File: config.mk
export PLATFORM = sky130hd
export DESIGN_NAME = ploc_gate_controller
export DESIGN_NICKNAME = d
export VERILOG_FILES = /design/src/rtl/ploc_gate_controller.sv
export SDC_FILE = /design/constraint.sdc
export NUM_CORES = 1
export LEC_CHECK = 0
export CORE_MARGIN = 4
export CORE_UTILIZATION = 55
export CTS_BUF_LIST = sky130_fd_sc_hd__clkbuf_4 sky130_fd_sc_hd__clkbuf_8
export CTS_CLUSTER_SIZE = 24
export DETAILED_ROUTE_END_ITERATION = 6
export GPL_ROUTABILITY_DRIVEN = 0
export PLACE_DENSITY = 0.92
export SETUP_SLACK_MARGIN = 0.3
export SLEW_MARGIN = 20
export SYNTH_ARGS = -nofsm -noshare
export SYNTH_HDL_FRONTEND = slang
export SYNTH_SLANG_ARGS = --single-unit
File: constraint.sdc
create_clock -name clk -period 1.9 [get_ports clk]
set_input_delay 0.38 -clock clk [delete_from_list [all_inputs] [get_ports clk]]
set_output_delay 0.38 -clock clk [all_outputs]
set_load 0.05 [all_outputs]
File: src/rtl/ploc_gate_controller.sv
// Parking-lot entry gate and occupancy controller: counts entry/exit events from the
// sensor FSM, sequences the barrier (IDLE/OPEN/HOLD) and flags protocol errors.
module ploc_gate_controller #(
   parameter int CAPACITY       = 15,
   parameter int CNT_W          = 4,
   parameter int TIMEOUT_CYCLES = 32,
   parameter int HOLD_CYCLES    = 8
) (
   input  logic             clk,
   input  logic             reset,
   input  logic [1:0]       inc_dec,
   input  logic             req,
   output logic             gate_open,
   output logic [CNT_W-1:0] count,
   output logic             full,
   output logic             empty,
   output logic             deny,
   output logic             err
);

   localparam int TMR_MAX = (TIMEOUT_CYCLES > HOLD_CYCLES) ? TIMEOUT_CYCLES : HOLD_CYCLES;
   localparam int TMR_W   = (TMR_MAX > 1) ? $clog2(TMR_MAX) : 1;

   typedef enum logic [1:0] {IDLE, OPEN, HOLD} state_t;

   state_t             state, state_nxt;
   logic [TMR_W-1:0]   timer, timer_nxt;
   logic [1:0]         prev;
   logic [CNT_W-1:0]   count_nxt;
   logic               entry_evt, exit_evt;
   logic               cnt_err, seq_err, deny_nxt;

   // A code counts only on its first cycle after the sensor FSM returns to 00.
   assign entry_evt = (inc_dec == 2'b10) && (prev == 2'b00);
   assign exit_evt  = (inc_dec == 2'b01) && (prev == 2'b00);

   assign full  = (count == CNT_W'(CAPACITY));
   assign empty = (count == '0);

   always_comb begin
      count_nxt = count;
      cnt_err   = (inc_dec == 2'b11);
      if (entry_evt) begin
         if (count < CNT_W'(CAPACITY)) count_nxt = count + CNT_W'(1);
         else                          cnt_err   = 1'b1;
      end
      if (exit_evt) begin
         if (count != '0) count_nxt = count - CNT_W'(1);
         else             cnt_err   = 1'b1;
      end
   end

   always_comb begin
      state_nxt = state;
      timer_nxt = timer;
      deny_nxt  = 1'b0;
      seq_err   = 1'b0;
      case (state)
         IDLE: begin
            // Requests see the registered full flag, so an exit in the same cycle still denies.
            if (req && !full) begin
               state_nxt = OPEN;
               timer_nxt = TMR_W'(TIMEOUT_CYCLES - 1);
            end else if (req) begin
               deny_nxt = 1'b1;
            end
            if (entry_evt) seq_err = 1'b1;
         end
         OPEN: begin
            if (entry_evt) begin
               state_nxt = HOLD;
               timer_nxt = TMR_W'(HOLD_CYCLES - 1);
            end else if (timer == '0) begin
               state_nxt = IDLE;
            end else begin
               timer_nxt = timer - TMR_W'(1);
            end
         end
         HOLD: begin
            if (timer == '0) state_nxt = IDLE;
            else             timer_nxt = timer - TMR_W'(1);
            if (entry_evt) seq_err = 1'b1;
         end
         default: state_nxt = IDLE;
      endcase
   end

   always_ff @(posedge clk or negedge reset) begin
      if (!reset) begin
         state     <= IDLE;
         timer     <= '0;
         prev      <= 2'b00;
         count     <= '0;
         gate_open <= 1'b0;
         deny      <= 1'b0;
         err       <= 1'b0;
      end else begin
         state     <= state_nxt;
         timer     <= timer_nxt;
         prev      <= inc_dec;
         count     <= count_nxt;
         gate_open <= (state_nxt != IDLE);
         deny      <= deny_nxt;
         err       <= err | cnt_err | seq_err;
      end
   end

endmodule

==> results by group, run 1 <==
Route
  • Total number of vias: 1106
  • First-iteration detailed-routing DRC count: 48
  • Average wire length per cell after detail routing: 21.6 um
  • Drt first pass iters: 4
  • Post-route antenna net violation count: 0
  • Post-Route WL: 3.70 mm
  • Post-route DRC violation count: 0
  • Post-detailed-route via-to-cell ratio: 6.47

Yosys
  • Synth top cells by count: 16 x sky130_fd_sc_hd__dfrtp_1, 10 x sky130_fd_sc_hd__nand2_1, 9 x sky130_fd_sc_hd__inv_1
  • Most area-hungry cell type in the Yosys netlist: sky130_fd_sc_hd__dfrtp_1
  • Distinct cells, synth: 41
  • Sequential-to-total area share from yosys stat: 39.9%
  • Post-synthesis cell count: 103
  • Cell types occupying the most area after synthesis: sky130_fd_sc_hd__dfrtp_1 40%, sky130_fd_sc_hd__ha_1 10%, sky130_fd_sc_hd__nand2_1 3.7%
  • Main synth FF type: sky130_fd_sc_hd__dfrtp_1
  • Cell with the most instances after synthesis: sky130_fd_sc_hd__dfrtp_1
  • Syn Area/Cell: 9.74 um2
  • Number of nets in the synthesized netlist: 116
  • Async set-reset flop share out of synthesis: 100%
  • Cell area after synthesis: 1000 um2
  • Flops & latches, synth: 16
  • Yosys top cell area share: 39.9%
  • Yosys warnings: 0
  • Count of flip-flops with a built-in enable after synthesis: 0

Die
  • Initial standard-cell utilization of the core: 58.1%
  • I/O Pins: 14
  • Count of standard-cell rows: 15
  • Area of the die: 2570 um2
  • Floorplan Core Area: 1730 um2
  • Die outline height: 50.7 um
  • Die boundary width: 50.7 um

Timing
  • Number of failing setup endpoints in the final timing report: 1
  • Min Tclk post-route: 1.90 ns
  • Peak Freq: 0.526 GHz
  • Transition at the pin with the smallest max-transition slack: 0.489 ns
  • Setup slack after layout: -0.00283 ns
  • Final hold violation count: 0
  • Setup TNS: -0.00283 ns
  • Slew HR: 67.6%
  • Final Max Slew Viols: 0
  • Tcrit/Tclk final: 100%
  • Worst setup skew after layout: 0.00533 ns
  • Setup repair after global routing missed its margin: yes

Global routing
  • Remaining global-route overflow: 0
  • Via count of the first global-routing pass: 976
  • First-pass GRT wire length: 4.51 mm
  • Global-route usage over all layers: 23.7%
  • Initial antenna violation count: 0
  • Maximum number of pins on one net before global-route repair: 17

Placement
  • Number of buffer cells added on primary ports: 13
  • Worst setup slack before clock tree synthesis: -0.0544 ns
  • Total half-perimeter wirelength after legalization and detailed placement: 1.64 mm

Min path
  • Worst hold path class: in2async

Outcome
  • Violated checks: setup timing
  • Run status: finished with violations

Power and ir drop
  • P_leak: 0.000694 uW
  • Pwr/cell area: 1780 nW/um2
  • Max VDD drop: 0.00145 V

Layout
  • Final net count: 160
  • Syn-to-layout area delta: 59.2%
  • Layout cell share with drive strength beyond 1: 50.7%
  • Total of fill cells in the finished design: 60
  • N_diodes: 0

Critical path
  • Critical path arrival: 2.09 ns
  • Crit path required time: 2.08 ns
  • Critical path class: reg2reg
  • Critical Path Start Type: flop
  • Worst reg-to-reg setup slack: -0.003 ns
  • Critical Path End Type: flop
  • Largest driver fanout on the critical path: 4

Clock network
  • Cell at the root of the clock tree: sky130_fd_sc_hd__clkbuf_4
  • Number of CTS-inserted buffers: 3
  • Clock tree from TritonCTS: yes
  • Maximum clock insertion buffer count: 2
  • Clock-pin slew of the registers on the worst-case setup and hold paths: 0.10 ns
  • Depth of the CTS H-tree: 1
  • Clk Latency, worst-skew pair: 0.29 ns
  • Total of hold buffers inserted after clock tree synthesis: 0
  • Num Clock Sinks: 16

Flow run
  • Count of maximum capacitance violations: 0
[where the power goes]
part           internal (uW)  switching, uW  total (uW)
clock                    117            110         227
sequential               484            214         699
combinational            884           1030        1920
total                   1490           1360        2840
[worst paths after layout]
path,startpoint,end,cells past startpoint
setup / recovery,timer[0]$_DFFE_PN0P_,gate_open$_DFF_PN0_,6
min in group clk,inc_dec[0],prev[0]$_DFF_PN0_,1
hold / removal,reset,count[1]$_DFF_PN0_,2
max in group asynchronous,reset,count[2]$_DFF_PN0_,2
setup reg to reg,timer[0]$_DFFE_PN0P_,gate_open$_DFF_PN0_,6
hold reg to reg,err$_DFF_PN0_,err$_DFF_PN0_,2
[critical path, stage by stage, from the launching register on]
cell	delay (ns)
sky130_fd_sc_hd__dfrtp_1	0.43
sky130_fd_sc_hd__inv_2	0.11
sky130_fd_sc_hd__ha_4	0.13
sky130_fd_sc_hd__or4b_4	0.50
sky130_fd_sc_hd__a211oi_4	0.27
sky130_fd_sc_hd__o32ai_2	0.12
sky130_fd_sc_hd__or2_1	0.23
[final cells by class]
cell class                      count  area, um2  share of cell area, %
Inverter                            9       37.5                   2.35
Tap cell                           25       31.3                   1.96
Clock buffer                        4       36.3                   2.27
Multi-Input combinational cell     77        741                   46.4
Sequential cell                    16        405                   25.4
Timing Repair Buffer               40        347                   21.7
[kinds of logic after synthesis]
family | Yosys count | share of synthesized area (%)
and+or+nand+nor | 36 | 22.2
DFF | 16 | 39.9
xor gates and xnor gates | 2 | 1.75
muxes | 1 | 0.998
AOI/OAI and AO/OA | 30 | 21.4
buffers and inverters | 10 | 3.74
adders and majority gates | 8 | 9.98
[stage by stage]
| step | total power, uW | util, % | hold WS (ns) | instances | area, um2 |
|---|---|---|---|---|---|
| floorplan | 1550 | - | 0.0844 | 103 | 1050 |
| global placement | 1860 | 72.9 | 0.476 | 146 | 1260 |
| detailed placement | 1910 | 72.9 | 0.508 | 146 | 1260 |
| CTS | 2430 | 84.3 | 0.398 | 162 | 1460 |
| global route | 2990 | 92.5 | 0.425 | 171 | 1600 |
| finish | 2840 | 92.5 | 0.443 | 171 | 1600 |
[flip-flops by register name (all words and copies together) (netlist names)]
signal     count
state          2
count          4
gate_open      1
prev           2
timer          5
deny           1
err            1
[cells in the final DEF (no fill, tap or decap), types with 2 or more instances in the layout]
master and instances:
sky130_fd_sc_hd__o21ai_0 2, sky130_fd_sc_hd__dfrtp_2 4, sky130_fd_sc_hd__nor2_1 2, sky130_fd_sc_hd__or4b_4 2, sky130_fd_sc_hd__a21oi_1 4, sky130_fd_sc_hd__clkdlybuf4s50_1 3
sky130_fd_sc_hd__ha_4 4, sky130_fd_sc_hd__inv_2 5, sky130_fd_sc_hd__buf_12 2, sky130_fd_sc_hd__nor3b_4 2, sky130_fd_sc_hd__ha_1 3, sky130_fd_sc_hd__inv_1 3
sky130_fd_sc_hd__o2bb2ai_1 2, sky130_fd_sc_hd__clkbuf_4 3, sky130_fd_sc_hd__buf_6 2, sky130_fd_sc_hd__nand2b_1 4, sky130_fd_sc_hd__o21ai_1 6, sky130_fd_sc_hd__dfrtp_1 12
sky130_fd_sc_hd__nand2_1 10, sky130_fd_sc_hd__buf_4 29, sky130_fd_sc_hd__dlygate4sd2_1 3
[repair_timing]
item                                    in CTS  in global routing
resized for setup                           23                 19
pin swaps                                    4                  7
setup buffers                               12                  9
endpoints found under the setup margin      16                 13
[per-layer routing]
layer	global-route usage (%)	vias to the layer above	wire, um
li1	-	465	-
met1	28.4	538	1410
met2	39.6	78	1850
met3	7.42	25	284
met4	8.97	0	151
met5	0	-	0
(Power assumes the default switching activity.)
==> run 2: changes to the inputs <==
--- a/config.mk
+++ b/config.mk
@@ -13,7 +13,8 @@
 export GPL_ROUTABILITY_DRIVEN = 0
 export PLACE_DENSITY = 0.92
 export SETUP_SLACK_MARGIN = 0.3
-export SLEW_MARGIN = 20
+export SLEW_MARGIN = 30
 export SYNTH_ARGS = -nofsm -noshare
 export SYNTH_HDL_FRONTEND = slang
 export SYNTH_SLANG_ARGS = --single-unit
+export TNS_END_PERCENT = 30
==> run 2 against run 1 <==
The run now ends clean. Die area is the same. Register-to-register slack gained 0.10 ns. Flip-flop and latch count is the same. Global-route usage shrank 1.0 points. Critical path type is now reg2out. Core utilization shrank 8.9 points. Largest power group unchanged. Clock skew grew 0.0046 ns.
==> results by group, run 2 (synthesis results as in run 1) <==
Layout
  • Commonest non-fill, non-tap cells in the layout: 23 x sky130_fd_sc_hd__buf_4, 13 x sky130_fd_sc_hd__dfrtp_1, 10 x sky130_fd_sc_hd__nand2_1 (was 29 x sky130_fd_sc_hd__buf_4, 12 x sky130_fd_sc_hd__dfrtp_1, 10 x sky130_fd_sc_hd__nand2_1)
  • N_diodes: 0 (unchanged)
  • Sequential standard cell area: 404 um2 (was 405 um2)
  • Most common library cell in the layout ignoring fill and taps: sky130_fd_sc_hd__buf_4 (unchanged)
  • Footprint of the multi-input gates: 644 um2 (was 741 um2)
  • Syn-to-layout area delta: 43.9% (was 59.2%)
  • Total of fill cells in the finished design: 91 (was 60)
  • Final net count: 153 (was 160)
  • Layout cell share with drive strength beyond 1: 39.6% (was 50.7%)
  • Number of flip-flops in the largest register: 5 (unchanged)
  • Top Registers: timer: 5 flops, count: 4 flops (unchanged)
  • Register with the highest flop count: timer (unchanged)

Route
  • First-iteration detailed-routing DRC count: 60 (was 48)
  • Post-Route WL: 2.97 mm (was 3.70 mm)
  • Total number of vias: 1006 (was 1106)
  • Drt first pass iters: 6 (was 4)
  • Post-detailed-route via-to-cell ratio: 6.13 (was 6.47)
  • Average wire length per cell after detail routing: 18.1 um (was 21.6 um)
  • Post-route DRC violation count: 0 (unchanged)
  • Post-route antenna net violation count: 0 (unchanged)

Min path
  • Worst hold path class: in2async (unchanged)

Clock network
  • Num Clock Sinks: 16 (unchanged)
  • Depth of the CTS H-tree: 1 (unchanged)
  • Clk Latency, worst-skew pair: 0.29 ns (about the same)
  • Maximum clock insertion buffer count: 2 (unchanged)
  • Cell at the root of the clock tree: sky130_fd_sc_hd__clkbuf_4 (unchanged)
  • Clock tree from TritonCTS: yes (unchanged)
  • Number of CTS-inserted buffers: 3 (unchanged)
  • Clock-pin slew of the registers on the worst-case setup and hold paths: 0.10 ns (about the same)

Critical path
  • Buf/Inv on CP: 1 (unchanged)
  • End point of the critical path: deny (was gate_open$_DFF_PN0_)
  • Worst reg-to-reg setup slack: 0.10 ns (was -0.003 ns)
  • R2R depth: 7 (was 6)
  • Crit Reg-Reg Endpoint: timer[3]$_DFFE_PN0P_ (was gate_open$_DFF_PN0_)
  • Crit path required time: 1.52 ns (was 2.08 ns)
  • Startpoint of the most critical register-to-register path: timer[0]$_DFFE_PN0P_ (unchanged)
  • Critical path arrival: 1.43 ns (was 2.09 ns)
  • Max stage delay cell, worst path: sky130_fd_sc_hd__clkdlybuf4s50_1 (was sky130_fd_sc_hd__or4b_4)
  • Critical Path End Type: output port (was flop)
  • Worst stage delay on the critical path: 0.79 ns (was 0.50 ns)
  • Worst-path cell chain: clkdlybuf4s50_1 (was inv_2 -> ha_4 -> or4b_4 -> a211oi_4 -> o32ai_2 -> or2_1)
  • Start point of the critical path: deny$_DFF_PN0_ (was timer[0]$_DFFE_PN0P_)
  • Largest driver fanout on the critical path: 1 (was 4)
  • CP delay by family, top: buffers and inverters (was simple AND/OR/NAND/NOR gates)
  • Levels on crit path: 1 (was 6)
  • Critical path class: reg2out (was reg2reg)
  • Critical Path Start Type: flop (unchanged)

Power and ir drop
  • P_leak: 0.000642 uW (was 0.000694 uW)
  • Max VDD drop: 0.00150 V (was 0.00145 V)
  • Pwr/cell area: 1760 nW/um2 (was 1780 nW/um2)
  • Total power of the final layout: 2540 uW (was 2840 uW)

Die
  • Floorplan Core Area: 1730 um2 (unchanged)
  • Die outline height: 50.7 um (unchanged)
  • Count of standard-cell rows: 15 (unchanged)
  • Die boundary width: 50.7 um (unchanged)
  • Area of the die: 2570 um2 (unchanged)
  • Initial standard-cell utilization of the core: 58.1% (unchanged)
  • I/O Pins: 14 (unchanged)

Timing
  • Number of failing setup endpoints in the final timing report: 0 (was 1)
  • Final Max Slew Viols: 0 (unchanged)
  • Min Tclk post-route: 1.81 ns (was 1.90 ns)
  • Setup repair after global routing missed its margin: yes (unchanged)
  • Worst setup skew after layout: 0.00995 ns (was 0.00533 ns)
  • Slew HR: 66.3% (was 67.6%)
  • Setup slack after layout: 0.0890 ns (was -0.00283 ns)
  • Tcrit/Tclk final: 95.3% (was 100%)
  • Peak Freq: 0.552 GHz (was 0.526 GHz)
  • Final hold violation count: 0 (unchanged)
  • Transition at the pin with the smallest max-transition slack: 0.505 ns (was 0.489 ns)

Placement
  • Number of buffer cells added on primary ports: 13 (unchanged)
  • Worst setup slack before clock tree synthesis: -0.0514 ns (was -0.0544 ns)
  • Total half-perimeter wirelength after legalization and detailed placement: 1.79 mm (was 1.64 mm)

Outcome
  • Run status: completed (was finished with violations)

Global routing
  • Remaining global-route overflow: 0 (unchanged)
  • First-pass GRT wire length: 4.37 mm (was 4.51 mm)
  • Initial antenna violation count: 0 (unchanged)
  • Global-route usage over all layers: 22.7% (was 23.7%)
  • Maximum number of pins on one net before global-route repair: 10 (was 17)
  • Via count of the first global-routing pass: 952 (was 976)

Flow run
  • Count of maximum capacitance violations: 0 (unchanged)
## run 2: metrics by stage
step / setup TNS [ns] / area (um2) / utilization (%) / instances / hold WS, ns
2_1_floorplan: 0 / 1030 / - / 103 / 0.0844
3_3_place_gp: 0 / 1270 / 73.5 / 149 / 0.460
3_5_place_dp: -0.154 / 1270 / 73.5 / 149 / 0.497
4_1_cts: 0 / 1390 / 80.4 / 158 / 0.376
5_1_grt: 0 / 1440 / 83.6 / 164 / 0.371
6_report: 0 / 1440 / 83.6 / 164 / 0.365
## run 2: power breakdown
part | total (uW) | internal [uW] | switching, uW
sequential | 653 | 483 | 170
combinational | 1660 | 742 | 914
clock | 229 | 117 | 112
total | 2540 | 1340 | 1200
## run 2: timing repair
item,CTS,global route
hold buffers,0,0
resized for setup,16,4
pin swaps,4,0
buffers inserted,5,6
endpoints found under the setup margin,15,15
gates cloned,0,0
## run 2: worst min path at each step
stage / end / slack (ns)
final: count[2]$_DFF_PN0_ / 0.36
after global routing: count[2]$_DFF_PN0_ / 0.37
after CTS: count[2]$_DFF_PN0_ / 0.38
after detailed placement: err$_DFF_PN0_ / 0.50
after global placement: err$_DFF_PN0_ / 0.46
after floorplan: count[0]$_DFF_PN0_ / 0.08
## run 2: area by class of cell
type	instances	share of cell area [%]
inverters	9	2.34
flip-flops and latches	16	28.0
clock buffers	4	2.51
multi-input cells	77	44.6
well taps	25	2.17
repair buffers	33	20.4
## run 2: metal layers
layer  global-route usage (%)  vias up  routed length [um]
li1                         -      446                   -
met1                     29.9      475                1200
met2                     34.8       67                1410
met3                     3.56       18                 223
met4                     13.9        0                 141
met5                        0        -                   0
